## config.mk

```make
export PLATFORM = sky130hd
export DESIGN_NAME = uart_rx_os
export DESIGN_NICKNAME = d
export VERILOG_FILES = /design/src/rtl/uart_rx_os.sv
export SDC_FILE = /design/constraint.sdc
export NUM_CORES = 1
export LEC_CHECK = 0
export ABC_AREA = 1
export BUFFER_PORTS_ARGS = -buffer_cell sky130_fd_sc_hd__buf_2
export CAP_MARGIN = 40
export CELL_PAD_IN_SITES_DETAIL_PLACEMENT = 0
export CELL_PAD_IN_SITES_GLOBAL_PLACEMENT = 1
export CORE_MARGIN = 5
export CORE_UTILIZATION = 42
export CTS_CLUSTER_DIAMETER = 40
export DETAILED_ROUTE_END_ITERATION = 8
export PLACE_DENSITY_LB_ADDON = 0.1
export SYNTH_ARGS = -nofsm -noshare
export SYNTH_HDL_FRONTEND = slang
export SYNTH_SLANG_ARGS = --single-unit
```

## constraint.sdc

```tcl
create_clock -name clk -period 3.5 [get_ports clk]
set_clock_uncertainty 0.05 [all_clocks]
set_input_delay 1.05 -clock clk [delete_from_list [all_inputs] [get_ports clk]]
set_output_delay 1.05 -clock clk [all_outputs]
set_load 0.1 [all_outputs]
```

## src/rtl/uart_rx_os.sv

```systemverilog
// 16x oversampling 8N1 UART receiver: 2-flop synchroniser, 3-sample majority vote,
// false-start rejection, framing-error/break handling. Define UART_RX_PARITY_EN for an even-parity bit.
module uart_rx_os #(
    parameter int unsigned CLK_FREQ = 12_000_000,
    parameter int unsigned BAUD     = 115_200
) (
    input  logic       clk,
    input  logic       reset,
    input  logic       rx_in,
    output logic [7:0] rxd_data,
    output logic       rxd_data_ready,
    output logic       rx_frame_err,
    output logic       rx_parity_err,
    output logic       rx_busy
);

    localparam int unsigned DIV = CLK_FREQ / (BAUD * 16);
    localparam int unsigned TW  = (DIV > 1) ? $clog2(DIV) : 1;
    localparam logic [TW-1:0] TICK_LAST = TW'(DIV - 1);

    typedef enum logic [2:0] {
        IDLE,
        START,
        DATA,
`ifdef UART_RX_PARITY_EN
        PARITY,
`endif
        STOP,
        BREAK_WAIT
    } state_t;

    state_t        state_q, state_d;
    logic          sync1_q, sync1_d;
    logic          rx_s_q, rx_s_d;
    logic [TW-1:0] tick_cnt_q, tick_cnt_d;
    logic [3:0]    os_cnt_q, os_cnt_d;
    logic          samp7_q, samp7_d;
    logic          samp8_q, samp8_d;
    logic [2:0]    bit_idx_q, bit_idx_d;
    logic [7:0]    shreg_q, shreg_d;
    logic [7:0]    data_q, data_d;
    logic          ready_q, ready_d;
    logic          ferr_q, ferr_d;
`ifdef UART_RX_PARITY_EN
    logic          perr_q, perr_d;
    logic          par_bit_q, par_bit_d;
`endif

    logic tick;
    logic decide;
    logic bit_end;
    logic majority;

    // Third vote is the live synchronised sample at the os 9 tick.
    always_comb begin
        tick     = (tick_cnt_q == TICK_LAST);
        decide   = tick && (os_cnt_q == 4'd9);
        bit_end  = tick && (os_cnt_q == 4'd15);
        majority = (samp7_q & samp8_q) | (samp7_q & rx_s_q) | (samp8_q & rx_s_q);
    end

    always_comb begin
        sync1_d    = rx_in;
        rx_s_d     = sync1_q;
        tick_cnt_d = tick ? '0 : tick_cnt_q + 1'b1;
        os_cnt_d   = tick ? os_cnt_q + 1'b1 : os_cnt_q;
        samp7_d    = samp7_q;
        samp8_d    = samp8_q;
        if (tick && (os_cnt_q == 4'd7)) samp7_d = rx_s_q;
        if (tick && (os_cnt_q == 4'd8)) samp8_d = rx_s_q;
    end

    always_comb begin
        state_d   = state_q;
        bit_idx_d = bit_idx_q;
        shreg_d   = shreg_q;
        data_d    = data_q;
        ready_d   = 1'b0;
        ferr_d    = 1'b0;
`ifdef UART_RX_PARITY_EN
        perr_d    = 1'b0;
        par_bit_d = par_bit_q;
`endif
        case (state_q)
            IDLE: begin
                if (!rx_s_q) state_d = START;
            end
            START: begin
                if (decide && majority) begin
                    state_d = IDLE;
                end else if (bit_end) begin
                    state_d   = DATA;
                    bit_idx_d = '0;
                end
            end
            DATA: begin
                if (decide) shreg_d = {majority, shreg_q[7:1]};
                if (bit_end) begin
                    if (bit_idx_q == 3'd7) begin
`ifdef UART_RX_PARITY_EN
                        state_d = PARITY;
`else
                        state_d = STOP;
`endif
                    end else begin
                        bit_idx_d = bit_idx_q + 1'b1;
                    end
                end
            end
`ifdef UART_RX_PARITY_EN
            PARITY: begin
                if (decide) par_bit_d = majority;
                if (bit_end) state_d = STOP;
            end
`endif
            // Decide half a bit early so the next start edge is caught back-to-back.
            STOP: begin
                if (decide) begin
                    if (majority) begin
                        state_d = IDLE;
`ifdef UART_RX_PARITY_EN
                        if (^{shreg_q, par_bit_q}) begin
                            perr_d = 1'b1;
                        end else begin
                            ready_d = 1'b1;
                            data_d  = shreg_q;
                        end
`else
                        ready_d = 1'b1;
                        data_d  = shreg_q;
`endif
                    end else begin
                        ferr_d  = 1'b1;
                        state_d = BREAK_WAIT;
                    end
                end
            end
            BREAK_WAIT: begin
                if (rx_s_q) state_d = IDLE;
            end
            default: state_d = IDLE;
        endcase
    end

    always_ff @(posedge clk) begin
        if (reset) begin
            state_q    <= IDLE;
            sync1_q    <= 1'b1;
            rx_s_q     <= 1'b1;
            tick_cnt_q <= '0;
            os_cnt_q   <= '0;
            samp7_q    <= 1'b0;
            samp8_q    <= 1'b0;
            bit_idx_q  <= '0;
            shreg_q    <= '0;
            data_q     <= '0;
            ready_q    <= 1'b0;
            ferr_q     <= 1'b0;
`ifdef UART_RX_PARITY_EN
            perr_q     <= 1'b0;
            par_bit_q  <= 1'b0;
`endif
        end else begin
            state_q    <= state_d;
            sync1_q    <= sync1_d;
            rx_s_q     <= rx_s_d;
            samp7_q    <= samp7_d;
            samp8_q    <= samp8_d;
            bit_idx_q  <= bit_idx_d;
            shreg_q    <= shreg_d;
            data_q     <= data_d;
            ready_q    <= ready_d;
            ferr_q     <= ferr_d;
`ifdef UART_RX_PARITY_EN
            perr_q     <= perr_d;
            par_bit_q  <= par_bit_d;
`endif
            // Entering START realigns the oversample grid to the detected start edge.
            if ((state_q == IDLE) && (state_d == START)) begin
                tick_cnt_q <= '0;
                os_cnt_q   <= '0;
            end else begin
                tick_cnt_q <= tick_cnt_d;
                os_cnt_q   <= os_cnt_d;
            end
        end
    end

    assign rxd_data       = data_q;
    assign rxd_data_ready = ready_q;
    assign rx_frame_err   = ferr_q;
    assign rx_busy        = (state_q != IDLE);
`ifdef UART_RX_PARITY_EN
    assign rx_parity_err  = perr_q;
`else
    assign rx_parity_err  = 1'b0;
`endif

endmodule

```

==> flow_summary_export.csv, run 1 <==
group,metric,value,unit
global_route,grt_pass1_wl,5130,µm
logic_synthesis,synth_top_cells_by_area,"dfxtp_1 (42%), nand2_1 (9.9%), nor2_1 (9.7%)",
worst_setup_path,critPathRequiredTime,2.40,ns
floorplanning,design.core.area,0.00374,mm²
route,wl,2910,µm
placement,port_buffers,13,
final_layout,nets,259,
global_route,antenna_found_initial,0,
worst_setup_path,max_stage_delay,0.41,ns
worst_setup_path,r2r_setup_slack,1.94,ns
floorplanning,fp-row-count,22,
route,drt_iter0_drc,49,
route,drc_errors,0,
worst_setup_path,critPathKind,"reg -> out",
logic_synthesis,yosysSeqAreaShare,42.1,%
cts,cts_made_buffers,5,
logic_synthesis,ys_seq_elements,35,
cts,cts_sinks,35,
cts,cts_tree,"done",
route,via_per_inst,4.39,
worst_hold_path,min_path_type,"reg -> reg",
run_status,outcome,"finished clean",
sta,worst_hold_slack,0.368,ns
global_route,grt_use_total,12.3,%
worst_setup_path,cp-start-kind,"flip-flop",
cts,cts_resized,0,
sta,fin_setup_tns,0,ns
final_layout,instances_no_fill,298,
worst_hold_path,hold_start,"rx_s_d",
pwr,ir_drop,252,µV
cts,htreeDepth,2,
logic_synthesis,yosys.area.top_type,"dfxtp_1",
final_layout,fillers,419,
logic_synthesis,yosys.area_share.simple,33.8,%
route,vias,1307,
logic_synthesis,synthAdderAreaFrac,5.26,%
final_layout,area_growth,11.7,%
final_layout,drive_above_1_share,14.0,%
sta,fin_crit,2.42,ns
sta,rsz0062_at_grt,"false",
worst_setup_path,r2r_cells,8,
global_route,grt_pass1_vias,1151,
logic_synthesis,synth_warnings,0,
logic_synthesis,yosysUniqueCellTypes,26,
logic_synthesis,synthesis.area,0.00166,mm²
sta,fmax,413,MHz
pwr,power_density,405,mW/mm²
worst_setup_path,crit_chain,"inv_2 -> nand2_1 -> nor2_1 -> inv_1 -> buf_2",
worst_setup_path,r2r-start,"tick_cnt_q[0]",
worst_hold_path,worst_hold_path.endpoint,"rx_s_q",
sta,finalCritPeriodShare,69.2,%
cts,clk_pin_slew,0.06,ns
worst_setup_path,crit_path_top_delay_cell,"buf_2",
floorplanning,die_width,72.9,µm
final_layout,n_antenna_cell,0,
pwr,finalPower,0.753,mW
worst_setup_path,cp-end-kind,"primary output",
cts,clk_latency,0.28,ns
final_layout,final_util,49.7,%
cts,postCtsHoldBufs,0,
route,first_pass_iters,4,
cts,post_cts_buffers,0,
pwr,leakage,0.874,nW
worst_hold_path,hold_depth,1,
cts,clk_path_buf_depth,2,
sta,hold_viol_final,0,
logic_synthesis,synth_top_family_by_area,"simple AND/OR/NAND/NOR gates",
route,post_drt_wl_per_cell,9.77,µm
worst_setup_path,cp.buffers_inverters,3,
placement,dpl.cell_count,290,
floorplanning,start_util,44.5,%
placement,place.gp.congestion,0.737,
floorplanning,dieHeight,72.9,µm
logic_synthesis,syn_nets,244,
sta,tightest_slew,0.580,ns
logic_synthesis,muxShareOfSynthArea,0,%
placement,dp_hpwl,2170,µm
global_route,grt_max_degree,22,
floorplanning,ios,15,
logic_synthesis,synth_xor_area_share,1.58,%
logic_synthesis,syn-instance-count,234,
sta,drv_slew,0,
cts,cts_root_buffer,"clkbuf_8",
sta,slew_headroom,61.3,%
floorplanning,dieArea,0.00532,mm²
worst_setup_path,crit_family,"buffers and inverters",
route,detail-route-antenna-nets,0,
worst_setup_path,arrival,1.32,ns
sta,setup_viol,0,
logic_synthesis,synth.top_cell.area_share,42.1,%
global_route,grt-ovfl-total,0,
logic_synthesis,synth_compound_area_share,4.81,%
worst_setup_path,critPathMaxFanout,4,
logic_synthesis,syn_avg_cell_area,7.11,µm²
worst_setup_path,r2r-end,"shreg_q[6]",
flow_run,max_cap_violations,0,
==> registers in the layout (all words and copies together), names as in the netlist <==
signal	flops
bit_idx_q	3
os_cnt_q	4
rx_frame_err	1
rx_s_d	1
rx_s_q	1
rxd_data	8
rxd_data_ready	1
samp7_q	1
samp8_q	1
shreg_q	8
state_q	3
tick_cnt_q	3
==> Yosys cell counts, drive strengths merged <==
| master | count |
|---|---|
| or2 | 3 |
| nand2 | 46 |
| nand3 | 14 |
| buf | 5 |
| nand4 | 9 |
| inv | 45 |
| o21a | 1 |
| nor3 | 2 |
| o21ai | 8 |
| conb | 1 |
| xor2 | 2 |
| o211ai | 1 |
| dfxtp | 35 |
| a21oi | 5 |
| nor2 | 48 |
| ha | 7 |
| clkinv | 1 |
| xnor2 | 1 |
==> metrics by stage <==
stage / worst slack [ns] / instance area [µm²]
5_1_grt: 0.992 / 1860
2_1_floorplan: 1.29 / 1660
3_3_place_gp: 1.33 / 1760
3_5_place_dp: 1.32 / 1760
4_1_cts: 1.07 / 1860
6_report: 1.08 / 1860
==> worst max-delay path by stage <==
stage / from / to / slack, ns / depth (start not counted)
after floorplan: state_q[0] / rx_busy / 1.29 / 4
after global placement: reset / os_cnt_q[0] / 1.33 / 4
after detailed placement: reset / os_cnt_q[0] / 1.32 / 4
after CTS: state_q[0] / rx_busy / 1.07 / 5
after global routing: state_q[0] / rx_busy / 0.99 / 5
final: state_q[0] / rx_busy / 1.08 / 5
==> layout make-up <==
type	count	area, µm²	area share, %
Clock buffer	8	100	5.38
Inverter	46	173	9.29
Multi-Input combinational cell	148	761	40.9
Sequential cell	35	701	37.7
Tap cell	48	60.1	3.23
Timing Repair Buffer	13	65.1	3.50
==> cells in the final DEF, fill, tap and decap left out <==
cell,netlist,final
nand4_1,9,9
nor3_1,2,2
clkbuf_8,0,7
o21a_1,1,1
clkinv_1,1,1
inv_2,5,5
xor2_1,2,2
or2_0,1,1
nor2_1,43,43
clkbuf_1,0,1
conb_1,1,1
or2_2,2,2
nand3_4,1,1
nor2_2,1,1
dfxtp_1,35,35
nand3_1,13,13
nor2_4,4,4
xnor2_1,1,1
ha_1,7,7
a21oi_1,5,5
nand2_1,44,44
nand2_2,1,1
buf_2,3,13
o21ai_0,8,8
nand2_4,1,1
o211ai_1,1,1
inv_1,40,40
==> logic make-up after synthesis <==
group,Yosys count
adders and majority gates,7
AOI/OAI and AO/OA,15
and+or+nand+nor,122
other,1
DFF,35
buffers and inverters,51
xor gates and xnor gates,3
==> where the power goes <==
group          internal, mW  switching (mW)
sequential            0.403         0.00367
clock                 0.179           0.131
combinational       0.00962          0.0264
total                 0.592           0.161
==> metal layers <==
metal	part of all wire, %	wire length [µm]	vias to the layer above	track usage (%)
met5	0	0	-	0
met3	4.4	129	5	3.86
li1	-	-	737	-
met2	38	1100	15	16.1
met4	1.4	41	0	4.92
met1	56	1640	550	18.3
Power figures use the tool's default switching activity.
==> inputs of run 2 (changes only) <==
--- a/config.mk
+++ b/config.mk
@@ -11,7 +11,7 @@
 export CELL_PAD_IN_SITES_DETAIL_PLACEMENT = 0
 export CELL_PAD_IN_SITES_GLOBAL_PLACEMENT = 1
 export CORE_MARGIN = 5
-export CORE_UTILIZATION = 42
+export CORE_UTILIZATION = 38
 export CTS_CLUSTER_DIAMETER = 40
 export DETAILED_ROUTE_END_ITERATION = 8
 export PLACE_DENSITY_LB_ADDON = 0.1
==> constraint.sdc (replaced) <==
create_clock -name clk -period 2.2 [get_ports clk]
set_clock_uncertainty 0.05 [all_clocks]
set_input_delay 0.66 -clock clk [delete_from_list [all_inputs] [get_ports clk]]
set_output_delay 0.66 -clock clk [all_outputs]
set_load 0.1 [all_outputs]
==> run 2 against run 1 <==
Effect of this change: power grew 52%; setup slack lost 0.94 ns; register-to-register slack lost 1.3 ns; global-route usage shrank 0.29 points; sequential share of layout area grew 0.13 points; final area shrank 0.34%; flip-flop and latch count is the same; count of clock-buffer cells in the layout shrank 1; sequential power grew 59%; critical path type unchanged.
==> flow_summary_export.csv, run 2 (synthesis results as in run 1) <==
group,metric,value,unit
run_status,outcome,"finished clean",
floorplanning,fp-row-count,24,
worst_setup_path,arrival,1.35,ns
worst_setup_path,cp-end-kind,"primary output",
placement,port_buffers,13,
final_layout,n_antenna_cell,0,
floorplanning,ios,15,
route,wl_met2,1220,µm
worst_setup_path,max_stage_delay,0.42,ns
pwr,ir_drop,241,µV
route,drc_errors,0,
pwr,power_density,620,mW/mm²
global_route,antenna_found_initial,0,
worst_setup_path,critPathMaxFanout,4,
global_route,grt-ovfl-total,0,
sta,worst_hold_slack,0.363,ns
sta,rsz0062_at_grt,"false",
global_route,grt_pass1_wl,5800,µm
flow_run,max_cap_violations,0,
sta,setup_viol,0,
placement,dp_hpwl,2390,µm
cts,htreeDepth,2,
route,routed.top_layer,"met4",
final_layout,drive_above_1_share,13.9,%
worst_setup_path,r2r_setup_slack,0.62,ns
final_layout,final_common_cell,"nand2_1",
sta,drv_slew,0,
route,vias,1337,
worst_setup_path,critPathRequiredTime,1.49,ns
route,drt_iter0_drc,42,
cts,clk_pin_slew,0.07,ns
final_layout,instances_no_fill,303,
worst_setup_path,cp-start-kind,"flip-flop",
worst_setup_path,critPathKind,"reg -> out",
route,detail-route-antenna-nets,0,
sta,fin_setup_tns,0,ns
final_layout,area_growth,11.4,%
worst_setup_path,crit_family,"buffers and inverters",
placement,place.gp.congestion,0.745,
route,wl,3130,µm
global_route,grt_max_degree,15,
cts,post_cts_buffers,0,
floorplanning,start_util,38.8,%
floorplanning,dieHeight,76.2,µm
route,post_drt_wl_per_cell,10.3,µm
cts,cts_tree,"done",
cts,cts_made_buffers,5,
final_layout,nets,260,
sta,fmax,486,MHz
floorplanning,die_width,76.2,µm
cts,clk_path_buf_depth,2,
global_route,grt_pass1_vias,1246,
placement,dpl.cell_count,295,
final_layout,fillers,465,
pwr,leakage,0.869,nW
worst_hold_path,min_path_type,"reg -> reg",
cts,cts_resized,0,
cts,cts_sinks,35,
cts,cts_root_buffer,"clkbuf_8",
floorplanning,design.core.area,0.00429,mm²
sta,fin_crit,2.06,ns
sta,finalCritPeriodShare,93.5,%
worst_setup_path,crit_path_top_delay_cell,"buf_2",
cts,postCtsHoldBufs,0,
final_layout,mostFrequentLayoutCells,"nand2_1 (44), nor2_1 (43), inv_1 (40)",
sta,hold_viol_final,0,
route,via_per_inst,4.41,
route,wl_met3,140,µm
global_route,grt_use_total,12.0,%
worst_setup_path,cp.buffers_inverters,3,
worst_setup_path,crit_chain,"inv_2 -> nand2_1 -> nor2_1 -> inv_1 -> buf_2",
cts,clk_latency,0.28,ns
floorplanning,dieArea,0.00580,mm²
route,drt-met1-wl,1720,µm
route,first_pass_iters,4,
pwr,finalPower,1.15,mW
[run 2: cell types whose count changed in the layout (fill, tap and decap cells not counted)]
cell      change
buf_4         +1
clkbuf_1      +1
clkbuf_8      -2
clkinv_2      +1
[run 2: routing by layer]
| metal | GRT usage (%) | up-vias |
|---|---|---|
| li1 | - | 741 |
| met1 | 16.7 | 571 |
| met2 | 17.2 | 18 |
| met3 | 4.02 | 7 |
| met4 | 4.20 | 0 |
| met5 | 0 | - |
[run 2: cell type report]
type / instances / area (µm²) / share of cell area [%]
inverter: 46 / 173 / 9.32
tap: 52 / 65.1 / 3.51
clock inverter: 1 / 5.00 / 0.270
multi-input combinational: 148 / 761 / 41.1
clock buffer: 7 / 76.3 / 4.12
timing repair buffer: 14 / 72.6 / 3.92
sequential: 35 / 701 / 37.8
[run 2: metrics by stage]
stage | area [µm²] | setup WS [ns] | utilization (%)
after floorplan | 1660 | 0.376 | -
after global placement | 1770 | 0.458 | 41.3
after detailed placement | 1770 | 0.458 | 41.3
after CTS | 1850 | 0.132 | 43.2
after global routing | 1850 | 0.0637 | 43.2
final | 1850 | 0.144 | 43.2
[run 2: worst paths after layout]
| path | startpoint | end | cells past startpoint |
|---|---|---|---|
| worst min-delay path | rx_s_d | rx_s_q | 1 |
| worst max-delay path | state_q[0] | rx_busy | 5 |
| worst max register to register | tick_cnt_q[0] | shreg_q[5] | 8 |
| worst min register to register | rx_s_d | rx_s_q | 1 |
[run 2: where the power goes]
| group | internal (mW) | switching, mW | leakage (nW) |
|---|---|---|---|
| clock network | 0.222 | 0.220 | 0.0422 |
| logic | 0.0165 | 0.0436 | 0.544 |
| registers | 0.641 | 0.00570 | 0.283 |
| total | 0.880 | 0.269 | 0.869 |
